$ cat src/rtl/lsu_mem_ctrl.sv
// lsu_mem_ctrl: load/store initiator for the ram_2 data memory.
// Accepts one request at a time, decodes RV32 funct3 into ram_2 access
// controls, issues a single write or read strobe and returns a one-cycle
// response pulse. Misaligned accesses are trapped locally.
//
// Optional feature, macro LSU_SPLIT_EN: when defined, a misaligned load is
// serviced as two aligned word reads (addr & ~3, then +4), and the bytes
// are extracted and extended here. Misaligned stores still trap.
//
// Handshake: a request transfers on a rising clk edge where req_valid=1
// and req_ready=1; req_ready is high only in IDLE. rsp_valid is a single
// cycle pulse with no backpressure; rsp_rdata and rsp_misaligned are only
// meaningful while rsp_valid=1.
module lsu_mem_ctrl #(
   parameter int RD_LATENCY = 1,
   parameter int ADDR_W     = 32
) (
   input  logic              clk,
   input  logic              rst,
   input  logic              req_valid,
   output logic              req_ready,
   input  logic              req_we,
   input  logic [2:0]        req_funct3,
   input  logic [ADDR_W-1:0] req_addr,
   input  logic [31:0]       req_wdata,
   output logic              rsp_valid,
   output logic [31:0]       rsp_rdata,
   output logic              rsp_misaligned,
   output logic [31:0]       ram_wdat,
   output logic              ram_we,
   output logic [3:0]        ram_type,
   output logic              ram_sign,
   output logic [ADDR_W-1:0] ram_addr,
   output logic              ram_re,
   input  logic [31:0]       ram_rdata,
   input  logic              ram_misaligned
);

   // Access-size encodings understood by ram_2.
   localparam logic [3:0] TYPE_BYTE = 4'b0001;
   localparam logic [3:0] TYPE_HALF = 4'b0011;
   localparam logic [3:0] TYPE_WORD = 4'b1111;

   // Value of the wait counter on the cycle that read data is valid.
   localparam logic [1:0] LAST_CNT = 2'(RD_LATENCY - 1);

   typedef enum logic [2:0] {
      IDLE  = 3'd0,
      ISSUE = 3'd1,
      WAIT  = 3'd2,
      RESP  = 3'd3
`ifdef LSU_SPLIT_EN
      ,
      SPLIT_ISSUE = 3'd4,
      SPLIT_WAIT  = 3'd5
`endif
   } state_t;

   state_t      state;
   state_t      state_nxt;

   // Latched transaction context.
   logic        we_q;
   logic        mis_q;
   logic [1:0]  cnt;
   logic [31:0] rdata_q;

   // Decoded view of the incoming request.
   logic [3:0]  req_type;
   logic        req_sign;
   logic        req_mis;
   logic        last_beat;

`ifdef LSU_SPLIT_EN
   logic [2:0]  f3_q;
   logic [1:0]  off_q;
   logic        hi_phase;
   logic [31:0] lo_q;
   logic [63:0] split_cat;
   logic [31:0] split_shift;
   logic [31:0] split_val;
`endif

   // Decode funct3 into ram_2 size/sign and flag misaligned requests.
   always_comb begin
      req_type = TYPE_WORD;
      req_sign = 1'b0;
      case (req_funct3[1:0])
         2'b00:   req_type = TYPE_BYTE;
         2'b01:   req_type = TYPE_HALF;
         default: req_type = TYPE_WORD;
      endcase
      // Only LB/LH sign-extend; stores never drive the sign select.
      if ((req_funct3 == 3'b000 || req_funct3 == 3'b001) && !req_we)
         req_sign = 1'b1;
      req_mis = ((req_type == TYPE_HALF) && req_addr[0]) ||
                ((req_type == TYPE_WORD) && (req_addr[1:0] != 2'b00));
   end

   assign last_beat = (cnt == LAST_CNT);

`ifdef LSU_SPLIT_EN
   // Reassemble a misaligned load from the two captured words and extend it.
   always_comb begin
      split_cat   = {ram_rdata, lo_q};
      split_shift = 32'(split_cat >> {off_q, 3'b000});
      split_val   = split_shift;
      case (f3_q)
         3'b000:  split_val = {{24{split_shift[7]}}, split_shift[7:0]};
         3'b100:  split_val = {24'h0, split_shift[7:0]};
         3'b001:  split_val = {{16{split_shift[15]}}, split_shift[15:0]};
         3'b101:  split_val = {16'h0, split_shift[15:0]};
         default: split_val = split_shift;
      endcase
   end
`endif

   // State register.
   always_ff @(posedge clk or posedge rst) begin
      if (rst) state <= IDLE;
      else     state <= state_nxt;
   end

   // Next-state logic and per-state strobes.
   always_comb begin
      state_nxt      = state;
      req_ready      = 1'b0;
      rsp_valid      = 1'b0;
      rsp_misaligned = 1'b0;
      ram_we         = 1'b0;
      ram_re         = 1'b0;
      case (state)
         IDLE: begin
            req_ready = 1'b1;
            if (req_valid) begin
               if (!req_mis)    state_nxt = ISSUE;
               else if (req_we) state_nxt = RESP;
               else begin
`ifdef LSU_SPLIT_EN
                  state_nxt = SPLIT_ISSUE;
`else
                  state_nxt = RESP;
`endif
               end
            end
         end
         ISSUE: begin
            ram_we    = we_q;
            ram_re    = !we_q;
            state_nxt = we_q ? RESP : WAIT;
         end
         WAIT: begin
            if (last_beat) state_nxt = RESP;
         end
`ifdef LSU_SPLIT_EN
         SPLIT_ISSUE: begin
            ram_re    = 1'b1;
            state_nxt = SPLIT_WAIT;
         end
         SPLIT_WAIT: begin
            if (last_beat) state_nxt = hi_phase ? RESP : SPLIT_ISSUE;
         end
`endif
         RESP: begin
            rsp_valid      = 1'b1;
            rsp_misaligned = mis_q;
            state_nxt      = IDLE;
         end
         default: state_nxt = IDLE;
      endcase
   end

   assign rsp_rdata = rdata_q;

   // Request latching, ram_2 control registers and read-data capture.
   always_ff @(posedge clk or posedge rst) begin
      if (rst) begin
         we_q     <= 1'b0;
         mis_q    <= 1'b0;
         cnt      <= 2'd0;
         rdata_q  <= 32'h0;
         ram_addr <= '0;
         ram_type <= 4'b0000;
         ram_sign <= 1'b0;
         ram_wdat <= 32'h0;
`ifdef LSU_SPLIT_EN
         f3_q     <= 3'b000;
         off_q    <= 2'b00;
         hi_phase <= 1'b0;
         lo_q     <= 32'h0;
`endif
      end else begin
`ifdef LSU_SPLIT_EN
         cnt <= (state == WAIT || state == SPLIT_WAIT) ? cnt + 2'd1 : 2'd0;
`else
         cnt <= (state == WAIT) ? cnt + 2'd1 : 2'd0;
`endif
         case (state)
            IDLE: begin
               if (req_valid) begin
                  we_q    <= req_we;
                  mis_q   <= req_mis;
                  rdata_q <= 32'h0;
`ifdef LSU_SPLIT_EN
                  f3_q     <= req_funct3;
                  off_q    <= req_addr[1:0];
                  hi_phase <= 1'b0;
`endif
                  if (!req_mis) begin
                     ram_addr <= req_addr;
                     ram_type <= req_type;
                     ram_sign <= req_sign;
                     if (req_we) ram_wdat <= req_wdata;
                  end
`ifdef LSU_SPLIT_EN
                  else if (!req_we) begin
                     // Split load: two unsigned word reads, no trap.
                     mis_q    <= 1'b0;
                     ram_addr <= {req_addr[ADDR_W-1:2], 2'b00};
                     ram_type <= TYPE_WORD;
                     ram_sign <= 1'b0;
                  end
`endif
               end
            end
            ISSUE: begin
               // ram_2's own misaligned flag is observed during the strobe.
               mis_q <= mis_q | ram_misaligned;
            end
            WAIT: begin
               if (last_beat) rdata_q <= ram_rdata;
            end
`ifdef LSU_SPLIT_EN
            SPLIT_WAIT: begin
               if (last_beat) begin
                  if (!hi_phase) begin
                     lo_q     <= ram_rdata;
                     hi_phase <= 1'b1;
                     ram_addr <= ram_addr + ADDR_W'(4);
                  end else begin
                     rdata_q <= split_val;
                  end
               end
            end
`endif
            default: ;
         endcase
      end
   end

endmodule

$ cat config.mk
export PLATFORM = sky130hd
export DESIGN_NAME = lsu_mem_ctrl
export DESIGN_NICKNAME = d
export VERILOG_FILES = /design/src/rtl/lsu_mem_ctrl.sv
export SDC_FILE = /design/constraint.sdc
export NUM_CORES = 1
export LEC_CHECK = 0
export CORE_MARGIN = 2
export CORE_UTILIZATION = 45
export CTS_BUF_LIST = sky130_fd_sc_hd__clkbuf_4 sky130_fd_sc_hd__clkbuf_8
export DETAILED_ROUTE_END_ITERATION = 8
export PLACE_DENSITY = 0.91
export SLEW_MARGIN = 30
export SYNTH_ARGS = -nofsm -noshare
export SYNTH_HDL_FRONTEND = slang
export SYNTH_SLANG_ARGS = --single-unit
export TNS_END_PERCENT = 100
$ cat constraint.sdc
create_clock -name clk -period 6 [get_ports clk]
set_input_delay 1.2 -clock clk [delete_from_list [all_inputs] [get_ports clk]]
set_output_delay 1.2 -clock clk [all_outputs]
set_load 0.005 [all_outputs]
**Yosys cells after proc, flatten, opt, wreduce, memory -nomap -nowiden**

Index checks and enable logic that the tools add are counted.

- Register bits after elaboration: 108
- Bits in latches: 0
- Memory bits (writable): 0
- Memory bits (read-only): 0
- Input bits: 104
- Output and inout bits: 106
- Logic and storage cells: 59
- Memories kept: 0

- $add $sub $neg: 1
- Multipliers: 0
- Div/mod/pow operators: 0
- Magnitude comparators: 0
- Equal/unequal tests: 9
- Shift-type cells: 0
- Mux-type cells: 18
- Bitwise gates (word level): 2
- Reduce and logical (&&, ||, !) cells: 20

Operator list:

| kind | count |
|---|---|
| 2-to-1 mux 32 bit | 2 |
| case mux 32 bit (2 select lines) | 1 |
| case mux 3 bit (3 select lines) | 1 |
| 2-to-1 mux 1 bit | 8 |
| case mux 4 bit (2 select lines) | 1 |
| equality test 3 x 1 -> 1 bit (second input constant) | 2 |
| equality test 3 x 2 -> 1 bit (second input constant) | 2 |
| logical NOT 3 bit | 2 |
| 2-to-1 mux 3 bit | 2 |
| AND reduction 2 bit | 3 |
| AND reduction 3 bit | 2 |
| nonzero test 2 bit | 3 |
| equality test 4 x 2 -> 1 bit (second input constant) | 1 |
| equality test 4 bit (second input constant) | 1 |
| logical NOT 2 bit | 2 |
| 2-to-1 mux 2 bit | 2 |
| != test 2 bit (second input constant) | 2 |
| AND reduction 4 bit | 1 |
| logical AND 1 bit | 3 |
| adder 2 x 1 -> 2 bit (second input constant) | 1 |
| equality test 2 x 1 -> 1 bit (second input constant) | 1 |
| logical NOT 1 bit | 2 |
| logical OR 1 bit | 2 |
| case mux 1 bit (2 select lines) | 1 |
| other kinds (2) | 2 |

**Logic depth before layout (Yosys ltp)**

- Word-level depth: 8
- Gate-level depth with buffers: 7
- Gate-level depth less buffers: 5

**Least setup slack after synthesis**

Ideal clock, no wire load.

- Kind: input to register
- Start point: in req_funct3[1]
- End point: reg ram_wdat[0]
- Setup time: 128 ps
- Arrival: 2,178 ps
- Path slack: 3,694 ps
- Stages: 4
- Buffers on the path: 1
- Cell sequence: or2_4 > a21oi_2 > buf_4 > mux2_1

- Cells in the longest elaborated chain, start to end: 7
- Elaborated cells on any way between the ends: 10
- Those cells by class: eq/ne: 3; mux: 1; bitwise: 1; reduce/logical: 5

Ends and longest elaborated chain:

| what | line | text |
|---|---|---|
| from (decl) | 23 | `input logic [2:0] req_funct3,` |
| equality test 2 x 1 -> 1 bit / logical NOT 2 bit (equally long branches) | 88 | `case (req_funct3[1:0])` |
| case mux 4 bit (2 select lines) (*) | 88 |  |
| equality test 4 x 2 -> 1 bit / equality test 4 bit (equally long branches) | 96, 97 |  |
| logical AND 1 bit, on equally long branches | 96, 97 |  |
| logical OR 1 bit (*) | 96 | `req_mis = ((req_type == TYPE_HALF) && req_addr[0]) \|\|` |
| NOT 1 bit (no source line) (*) | - |  |
| AND reduction 4 bit (no source line) (*) | - |  |
| to (signal assigned) | 213 | `if (req_we) ram_wdat <= req_wdata;` |
| to (decl) | 29 | `output logic [31:0] ram_wdat,` |

Every way passes the cells marked *; elsewhere a longest branch is shown, timed or not.
A chain may end at the register's enable or synchronous reset.

**Worst setup path after layout**

- Start point: reg state[0]
- End point: out req_ready

- Cells in the longest elaborated chain, start to end: 2

Ends and longest elaborated chain:

| what | line | text |
|---|---|---|
| from (decl) | 59 | `state_t state;` |
| from (signal assigned) | 121 | `else state <= state_nxt;` |
| logical NOT 3 bit | 132 | `case (state)` |
| 2-to-1 mux 1 bit | 132 |  |
| to (decl) | 21 | `output logic req_ready,` |

Every way passes these cells.

==> results.md <==
* Relative max-transition margin at 0.552
* Portion of the post-synthesis area used by sequential elements at 0.631
* Cell-by-cell listing of the critical path: inv_1, ha_1, clkdlybuf4s50_1
* Remaining routing DRC violations at 0
* MaxCap Viol Count at 0
* Hold Path Class: reg -> reg
* Maximum count of clock buffers along a single path at 2
* Library cell with the largest summed area after synthesis: sky130_fd_sc_hd__dfrtp_1
* Maximum single-stage delay on the critical path at 0.57 ns
* Area Growth Syn to Fin at 56.7%
* Total wire length after detailed routing at 10400 µm
* End point of the worst hold path: cnt[0]
* Number of instances resized during post-cts repair at 0
* Stages on the worst setup path at 3
* Final setup skew at 0.0166 ns
* Total gr overflow at 0
* Clock transition at path regs at 0.11 ns
* Vias per inst at 5.05
* Startpoint of the tightest hold check path: cnt[0]
* Total Routing Usage GR at 0.201
* Number of synthesized register bits at 106
* CP Max Fanout at 9
* Largest net degree at the start of global routing at 55
* Worst Hold Slack at 0.446 ns
* Fraction of the core area covered by cells at the end of the flow at 0.720
* I/O pin count at 210
* Filler cell count in the final layout at 598
* Number of port buffers at 209
* Endpoint of the worst register-to-register path: ram_wdat[31]
* Data required time of the worst path at 4.80 ns
* Crit path setup slack, layout at 3.00 ns
* Setup WS pre-CTS at 2.56 ns
* Sinks on the clock net at 106
* Placement Rows at 35
* Count of warnings emitted by yosys at 0
* Root buffer cell: sky130_fd_sc_hd__clkbuf_8
* Setup violators final at 0
* Overall power of the completed layout at 0.00302 W
* IR Drop Worst-Case VDD at 0.203 mV
* CTS H-tree lvls at 3
* RSZ-0062 raised after global routing: no
* Most common cell after layout, fill and taps aside: sky130_fd_sc_hd__clkdlybuf4s50_1
* Fraction of final layout cells with drive strength greater than 1 at 0.108
* Final sum of negative setup slack at 0 ns
* Post-detailed-route wirelength per cell at 17.5 µm
* Netlist Area Pre-Place at 4210 µm²
* Count of flip-flops with a built-in enable after synthesis at 0
* Antenna violations before repair at 0
* Starting Density at 0.459
* Commonest cells after routing, fill and taps aside: 209 x sky130_fd_sc_hd__clkdlybuf4s50_1, 106 x sky130_fd_sc_hd__dfrtp_1, 38 x sky130_fd_sc_hd__mux2_1, 33 x sky130_fd_sc_hd__a22o_1, 28 x sky130_fd_sc_hd__mux2_4
* Cell count of the worst reg-to-reg path at 6
* DR pass1 iterations at 4
* Leakage dissipation at 2.94 nW
* Final Net Count at 586
* Wire length of the first global-routing pass at 15900 µm
* Detailed Route Iter0 Violations at 74
* PwrDens at 459 nW/µm²
* Dominant register cell in the synthesized netlist: sky130_fd_sc_hd__dfrtp_1
* Total setup buffers inserted after CTS at 0
* Final min period at 3.00 ns
* Cell depth of the worst min-delay path at 1
* Setup slack of the most critical reg-to-reg path at 3.78 ns
* Proportion of register bits with asynchronous set or reset after synthesis at 1.00
* CP arrival at 1.80 ns
* Post-Synthesis Net Count at 378
* Total clock buffers created by CTS at 9
* Clock tree from TritonCTS: yes
* Share of the synthesized area in the top cell type at 0.631
* Die Ht at 101 µm
* Number of nets still failing antenna checks after routing at 0
* Vias in the first global route at 3090
* Sum of net half-perimeters after detailed placement at 7720 µm
* Worst path top cell family by delay: buffers and inverters
* Clock latency reported for the late side of the worst-skew pair at 0.36 ns
* Floorplan core area at 9150 µm²
* DR vias at 2995
* Unique masters post-synth at 29
* Placer's final routability congestion estimate at 0.801
* Post-Syn Instances at 269
* Die Outline Area at 10100 µm²
* Maximum clock frequency at 334 MHz
* Max Transition Viols Final at 0
* Kind of capture point of the worst setup path: output port
* Worst slew pin tran at 0.671 ns
* Reg2Reg Launch Point: state[0]
* Count of antenna diodes in the layout at 0
* Post-route clock period utilization at 0.500
* Slowest cell on the critical path: sky130_fd_sc_hd__clkdlybuf4s50_1
* Crit path buffers/inverters at 2
* Final hold violations at 0
* Status: complete, no violations
* CP startpoint kind: register
* Avg Cell Area, Syn at 15.6 µm²
* Chip width at 101 µm
* Synth area leaders: sky130_fd_sc_hd__dfrtp_1 63%, sky130_fd_sc_hd__mux2_1 10%, sky130_fd_sc_hd__mux2_4 10%
* Post-CTS Hold Fix Bufs at 0
* Startpoint-to-endpoint class of the critical path: reg -> out
-- cell type report --
type                       instances  area, µm²  share of cell area
sequential                       106       2650               0.402
timing repair buffer             212       2130               0.324
multi-input combinational        141       1440               0.218
clock buffer                      11        151              0.0230
tap                              111        139              0.0211
clock inverter                     5       45.0             0.00683
inverter                           7       28.8             0.00437
-- worst register-to-register path, cell delays in order, from the launching register on --
cell                      delay [ns]
sky130_fd_sc_hd__dfrtp_1        0.44
sky130_fd_sc_hd__inv_1          0.11
sky130_fd_sc_hd__ha_1           0.33
sky130_fd_sc_hd__nand3_1        0.20
sky130_fd_sc_hd__a21oi_4        0.45
sky130_fd_sc_hd__buf_16         0.23
sky130_fd_sc_hd__mux2_1         0.35
-- logic make-up after synthesis --
family,Yosys count,share of synthesized area
multiplexers,66,0.202
AO/OA/AOI/OAI,48,0.0937
AND/OR/NAND/NOR,22,0.0283
adder cells (fa/ha/maj),5,0.0149
flip-flops,106,0.631
buffers and inverters,22,0.0306
-- layer usage --
layer	vias to the layer above	track usage	part of all wire
li1	1379	-	-
met1	1453	0.265	0.42
met2	153	0.330	0.49
met3	10	0.0492	0.079
met4	0	0.0632	0.011
met5	-	0	0
-- metrics by stage --
step                area (µm²)  std cells
global route              6590        593
finish                    6590        593
floorplan                 4210        269
global placement          6360        576
CTS                       6560        592
detailed placement        6360        576
-- sequential cells by signal, indices dropped and copies added (netlist names) --
name and cells:
ram_addr 32, cnt 2, ram_wdat 32, state 2, mis_q 1, ram_sign 1
we_q 1, rsp_rdata 32, ram_type 3
-- report_power, final --
| part | switching [W] | internal [W] |
|---|---|---|
| Combinational | 0.000468 | 0.000920 |
| Sequential | 0.000180 | 0.00103 |
| Clock | 0.000248 | 0.000181 |
| Total | 0.000896 | 0.00213 |
-- worst max-delay path by stage --
stage | slack, ns | to | from
2_1_floorplan | 2.01 | cnt[0] | rst
3_3_place_gp | 2.64 | ram_addr[30] | req_funct3[1]
3_5_place_dp | 2.56 | ram_addr[29] | req_funct3[1]
4_1_cts | 2.95 | ram_addr[29] | req_funct3[1]
5_1_grt | 2.90 | ram_re | state[1]
6_report | 3.00 | req_ready | state[0]
-- synth_stat cells (2+ instances only) --
cell type	number
sky130_fd_sc_hd__a22o_1	33
sky130_fd_sc_hd__a21oi_1	4
sky130_fd_sc_hd__o2bb2ai_1	2
sky130_fd_sc_hd__nor2b_1	2
sky130_fd_sc_hd__buf_6	4
sky130_fd_sc_hd__a21o_1	3
sky130_fd_sc_hd__nand2_1	6
sky130_fd_sc_hd__dfrtp_1	106
sky130_fd_sc_hd__nand2b_1	3
sky130_fd_sc_hd__nor2_1	2
sky130_fd_sc_hd__inv_1	7
sky130_fd_sc_hd__ha_1	5
sky130_fd_sc_hd__buf_4	4
sky130_fd_sc_hd__mux2_1	38
sky130_fd_sc_hd__clkbuf_1	6
sky130_fd_sc_hd__and2_1	4
sky130_fd_sc_hd__mux2_4	28
No activity file was read; power rests on OpenSTA's default activity.
